<file path="src/rtl/pwm_duty_ramp_pkg.sv">
// Shared definitions for the soft-start/soft-stop duty ramp controller.
// State encodings, duty width and the default duty ceiling.
package pwm_duty_ramp_pkg;

    localparam int unsigned DUTY_W       = 8;
    localparam int unsigned DUTY_MAX_DEF = 100;

    typedef enum logic [1:0] {
        StIdle     = 2'd0,
        StRampUp   = 2'd1,
        StRampDown = 2'd2
    } ramp_state_e;

    function automatic logic [DUTY_W-1:0] clamp_duty(input logic [DUTY_W-1:0] duty,
                                                     input logic [DUTY_W-1:0] duty_max);
        return (duty > duty_max) ? duty_max : duty;
    endfunction

endpackage

</file>
<file path="src/rtl/pwm_duty_ramp_tick_prescaler.sv">
// Modulo-N enabled counter producing a one-cycle tick on each wrap.
// Chained twice in the ramp controller: sclk -> tick, tick -> step.
module pwm_duty_ramp_tick_prescaler #(
    parameter int unsigned N = 10
) (
    input  logic sclk,
    input  logic rstn,
    input  logic clr,
    input  logic en,
    output logic tick
);

    localparam int unsigned    CW   = (N > 1) ? $clog2(N) : 1;
    localparam logic [CW-1:0] LAST = CW'(N - 1);

    logic [CW-1:0] cnt_q;

    always_ff @(posedge sclk or negedge rstn) begin
        if (!rstn) begin
            cnt_q <= '0;
        end else if (clr) begin
            cnt_q <= '0;
        end else if (en) begin
            cnt_q <= (cnt_q == LAST) ? '0 : cnt_q + CW'(1);
        end
    end

    assign tick = en && !clr && (cnt_q == LAST);

endmodule

</file>
<file path="src/rtl/pwm_duty_ramp.sv">
// Soft-start/soft-stop duty controller: walks the duty driven to the pwm block
// toward an accepted target one STEP at a time, one step per CLK_PER_TICK*TICKS_PER_STEP cycles.
module pwm_duty_ramp
    import pwm_duty_ramp_pkg::*;
#(
    parameter int unsigned CLK_PER_TICK   = 10,
    parameter int unsigned TICKS_PER_STEP = 50,
    parameter int unsigned STEP           = 1,
    parameter int unsigned DUTY_MAX       = DUTY_MAX_DEF
) (
    input  logic              sclk,
    input  logic              rstn,
    input  logic              tgt_valid,
    input  logic [DUTY_W-1:0] tgt_duty,
    output logic              tgt_ready,
    input  logic              soft_stop,
    output logic [31:0]       pwm_par,
    output logic              busy,
    output logic              at_target,
    output logic              clamp_err
);

    localparam logic [DUTY_W-1:0] DMAX  = DUTY_W'(DUTY_MAX);
    localparam logic [DUTY_W-1:0] STEPD = DUTY_W'(STEP);
    localparam logic [DUTY_W:0]   STEP9 = (DUTY_W + 1)'(STEP);

    ramp_state_e       state_q;
    logic [DUTY_W-1:0] cur_q;
    logic [DUTY_W-1:0] target_q;
    logic              clamp_err_q;
    logic              soft_stop_q;

    logic              accept;
    logic              ss_rise;
    logic              ss_fall;
    logic              cnt_clr;
    logic              tick;
    logic              step;
    logic [DUTY_W-1:0] tgt_clamped;
    logic [DUTY_W-1:0] up_next;
    logic [DUTY_W-1:0] dn_next;
    logic [DUTY_W:0]   cur9;
    logic [DUTY_W:0]   tgt9;

    // soft_stop outranks a simultaneous request
    assign accept      = tgt_valid && !soft_stop;
    assign ss_rise     = soft_stop && !soft_stop_q;
    assign ss_fall     = !soft_stop && soft_stop_q;
    assign cnt_clr     = accept || ss_rise || (state_q == StIdle);
    assign tgt_clamped = clamp_duty(tgt_duty, DMAX);

    // Widened compares so cur +/- STEP never wraps past the target
    assign cur9    = {1'b0, cur_q};
    assign tgt9    = {1'b0, target_q};
    assign up_next = (cur9 + STEP9 >= tgt9) ? target_q : cur_q + STEPD;
    assign dn_next = (cur9 <= tgt9 + STEP9) ? target_q : cur_q - STEPD;

    pwm_duty_ramp_tick_prescaler #(
        .N (CLK_PER_TICK)
    ) u_tick (
        .sclk (sclk),
        .rstn (rstn),
        .clr  (cnt_clr),
        .en   (1'b1),
        .tick (tick)
    );

    pwm_duty_ramp_tick_prescaler #(
        .N (TICKS_PER_STEP)
    ) u_step (
        .sclk (sclk),
        .rstn (rstn),
        .clr  (cnt_clr),
        .en   (tick),
        .tick (step)
    );

    always_ff @(posedge sclk or negedge rstn) begin
        if (!rstn) begin
            state_q     <= StIdle;
            cur_q       <= '0;
            target_q    <= '0;
            clamp_err_q <= 1'b0;
            soft_stop_q <= 1'b0;
        end else begin
            soft_stop_q <= soft_stop;
            clamp_err_q <= accept && (tgt_duty > DMAX);
            if (ss_rise) begin
                target_q <= '0;
                state_q  <= (cur_q != '0) ? StRampDown : StIdle;
            end else if (accept) begin
                target_q <= tgt_clamped;
                if (tgt_clamped > cur_q) begin
                    state_q <= StRampUp;
                end else if (tgt_clamped < cur_q) begin
                    state_q <= StRampDown;
                end else begin
                    state_q <= StIdle;
                end
            end else if (ss_fall && state_q != StIdle) begin
                // Releasing soft_stop freezes the duty where it is
                target_q <= cur_q;
                state_q  <= StIdle;
            end else if (step) begin
                unique case (state_q)
                    StRampUp: begin
                        cur_q <= up_next;
                        if (up_next == target_q) state_q <= StIdle;
                    end
                    StRampDown: begin
                        cur_q <= dn_next;
                        if (dn_next == target_q) state_q <= StIdle;
                    end
                    default: state_q <= StIdle;
                endcase
            end
        end
    end

    assign pwm_par   = {{(32 - DUTY_W){1'b0}}, cur_q};
    assign busy      = (state_q != StIdle);
    assign at_target = (state_q == StIdle);
    assign tgt_ready = !soft_stop;
    assign clamp_err = clamp_err_q;

endmodule

</file>
<file path="config.mk">
export PLATFORM = sky130hd
export DESIGN_NAME = pwm_duty_ramp
export DESIGN_NICKNAME = d
export VERILOG_FILES = /design/src/rtl/pwm_duty_ramp_pkg.sv /design/src/rtl/pwm_duty_ramp_tick_prescaler.sv /design/src/rtl/pwm_duty_ramp.sv
export SDC_FILE = /design/constraint.sdc
export NUM_CORES = 1
export LEC_CHECK = 0
export ABC_AREA = 1
export ABC_CLOCK_PERIOD_IN_PS = 2800
export CAP_MARGIN = 20
export CORE_ASPECT_RATIO = 1.5
export CORE_MARGIN = 1.5
export CORE_UTILIZATION = 52
export CTS_BUF_LIST = sky130_fd_sc_hd__clkbuf_8
export DETAILED_ROUTE_END_ITERATION = 10
export GPL_ROUTABILITY_DRIVEN = 0
export PLACE_DENSITY = 0.8
export SYNTH_ARGS = -nofsm -noshare
export SYNTH_HDL_FRONTEND = slang
export SYNTH_SLANG_ARGS = --single-unit
</file>
<file path="constraint.sdc">
create_clock -name sclk -period 2.8 [get_ports sclk]
set_input_delay 0.56 -clock sclk [delete_from_list [all_inputs] [get_ports sclk]]
set_output_delay 0.56 -clock sclk [all_outputs]
set_load 0.01 [all_outputs]
</file>
==> metrics.cfg <==
[run_status]
status = finished, violations left
violations = negative setup slack

[synthesis]
synth_seq_cells = 30
synth_area_leaders = dfrtp_1 23%, ha_1 13%, nand2_1 10%
synth_cell_type_count = 35
synth_edf_count = 0
async_flop_share = 1.00
ys_warn_count = 0
yosysTopAreaCell = dfrtp_1
syn-mean-instance-area_um2 = 7.02
seq_area_frac_synth = 0.229
synthFlopType = dfrtp_1
synth_top_area_share = 0.229
synth_area_um2 = 3280
synthCells = 467

[global_route]
grt_usage = 0.269
grt_pass1_vias = 3295
grt_overflow = 0
grt_pass1_wl_um = 14200
antenna_found_initial = 0
grt_max_degree = 31

[detailed_routing]
first_pass_iters = 4
wl_per_cell_um = 14.7
routed_wl_um = 9060
viasPerCell = 5.70
drtIter0Drc = 199
drc = 0
vias = 3511
antenna_left = 0

[die]
ioPinCount = 48
fp.dieArea_um2 = 6800
die_h_um = 100
fp-row-count = 35
initial_core_util = 0.535
die_w_um = 67.8
core_um2 = 6130

[power]
total_power_mw = 1.44
ir_drop_mv = 0.412
p_sw_mw = 0.445
power_frac_seq = 0.328
power_density_nw_per_um2 = 352
p_int_mw = 0.995
clockPowerShare = 0.386
swShare = 0.309
power.leakage_nw = 2.06
combPwrFrac = 0.287

[clock_network]
clkSinkCount = 30
cts-htree-levels = 2
path_clk_slew_ps = 70
holdBufCountCts = 0
cts.path.max_buffers = 2
cts_tree = built
cts_made_buffers = 5
cts-root-buf = clkbuf_8
clkLatencyLatePin_ps = 290

[worst_setup_path]
arrival_ps = 3080
reg2reg_depth = 21
worst-setup-path-type = register to register
startpoint = target_q[0]$_DFFE_PN0P_
slowest_stage = dfrtp_1
reg2reg_from = target_q[0]$_DFFE_PN0P_
r2r_setup_slack_ps = -90
cp_top_family = simple AND/OR/NAND/NOR gates
required_ps = 2980
worstSetupEndpointType = register
worstPathMaxFanout = 5
r2r_end = state_q[1]$_DFFE_PN0P_
crit_cells = 21
crit_buf_inv = 5
slowest_delay_ps = 390
worstPathCellList = inv_2, nor3_4, inv_2, nor2_1, inv_1, nor3_2, xor2_1, ha_1, inv_2, nor2_1, o21ai_2, buf_6, nand3_4, nand4_1, nand2_1, nor2_2, nand2_1, o21ai_2, nand3_2, nand3_1, nand2_1
endpoint = state_q[1]$_DFFE_PN0P_
crit_path_start_kind = register

[job]
maxCapViolCount = 0

[sta]
period_minus_slack_ps = 2890
skew_ps = 7.45
setup_ws_ps = -94.4
setup_viol = 3
rsz0062_at_grt = true
slew_violations = 0
fmax_mhz = 345
tns_ps = -218
finalCritPeriodShare = 1.03
hold_viol_final = 0

[final_layout]
final_common_cell = nand2_1
regArea_um2 = 751
fin_area_um2 = 4090
drive_gt1_frac = 0.214
multiInputGateArea_um2 = 2190
areaGrowthSynthToFinish_pct = 24.8
layout_common_cells = 90 x nand2_1, 50 x buf_4, 42 x nor2_1
fin_nets = 588
diodes = 0
fillers = 504
fin_cells = 616

[placed_design]
io_buffers = 23
dp_hpwl_um = 6410
dp.cells = 586
place_ws_ps = -251
postPlaceCellArea_um2 = 3690

[hold_path]
hp-class = register to register
min_from = u_tick.cnt_q[0]$_DFF_PN0_

==> layer usage <==
metal	routed length [um]	vias up	GRT usage
met5	0	-	0
met4	565	0	0.165
met3	504	56	0.0314
met2	4590	162	0.478
met1	3400	1611	0.294
li1	-	1682	-
==> cell usage after synthesis (all sizes together), types with 2 or more instances <==
library cell,count
xnor2,4
nand4,36
inv,69
o211ai,17
nand3,25
a21oi,12
nand2,92
a31oi,9
nor2,48
xor2,17
nor3,6
clkinv,2
o21ai,17
o221ai,3
buf,35
ha,35
dfrtp,30
o22ai,4
==> power groups by stage <==
| stage | Combinational, mW | Sequential (mW) | Clock [mW] |
|---|---|---|---|
| final | 0.413 | 0.472 | 0.556 |
| after global routing | 0.455 | 0.475 | 0.574 |
| after CTS | 0.387 | 0.471 | 0.558 |
| after detailed placement | 0.371 | 0.480 | 0 |
| after global placement | 0.363 | 0.479 | 0 |
| after floorplan | 0.266 | 0.475 | 0 |
==> metrics by stage <==
step,hold slack (ps),util
2_1_floorplan,264,-
3_3_place_gp,474,0.602
3_5_place_dp,488,0.602
4_1_cts,497,0.638
5_1_grt,527,0.668
6_report,491,0.668
==> area by class of cell <==
| type | count | share of cell area |
|---|---|---|
| Timing Repair Buffer | 76 | 0.158 |
| Inverter | 71 | 0.0651 |
| Multi-Input combinational cell | 357 | 0.536 |
| Sequential cell | 30 | 0.183 |
| Tap cell | 74 | 0.0226 |
| Clock inverter | 2 | 0.0147 |
| Clock buffer | 6 | 0.0202 |
==> worst min path at each step <==
| stage | to | slack (ps) | cells past startpoint |
|---|---|---|---|
| 5_1_grt | u_tick.cnt_q[0]$_DFF_PN0_ | 530 | 1 |
| 4_1_cts | u_tick.cnt_q[0]$_DFF_PN0_ | 500 | 1 |
| 2_1_floorplan | clamp_err$_DFF_PN0_ | 260 | 0 |
| 3_3_place_gp | u_tick.cnt_q[0]$_DFF_PN0_ | 470 | 1 |
| 3_5_place_dp | u_tick.cnt_q[0]$_DFF_PN0_ | 490 | 1 |
| 6_report | u_tick.cnt_q[0]$_DFF_PN0_ | 490 | 1 |
==> logic make-up after synthesis <==
kind of cell	after synthesis	synth area share
adders and majority gates	35	0.134
buffers and inverters	107	0.163
AOI/OAI and AO/OA	63	0.126
xor gates and xnor gates	21	0.0561
and+or+nand+nor	210	0.291
DFF	30	0.229
other	1	0.00114
==> registers in the layout, indices dropped and copies added, names as in the netlist <==
name and count:
clamp_err 1, cur_q 8, soft_stop_q 1, state_q 2
target_q 8, u_step.cnt_q 6, u_tick.cnt_q 4
==> what timing repair did <==
action	CTS	global route
buffers inserted	5	14
resized for setup	8	15
gates cloned	0	3
setup endpoints to repair	10	10
pin swaps	5	15
No activity file was read; power rests on OpenSTA's default activity.
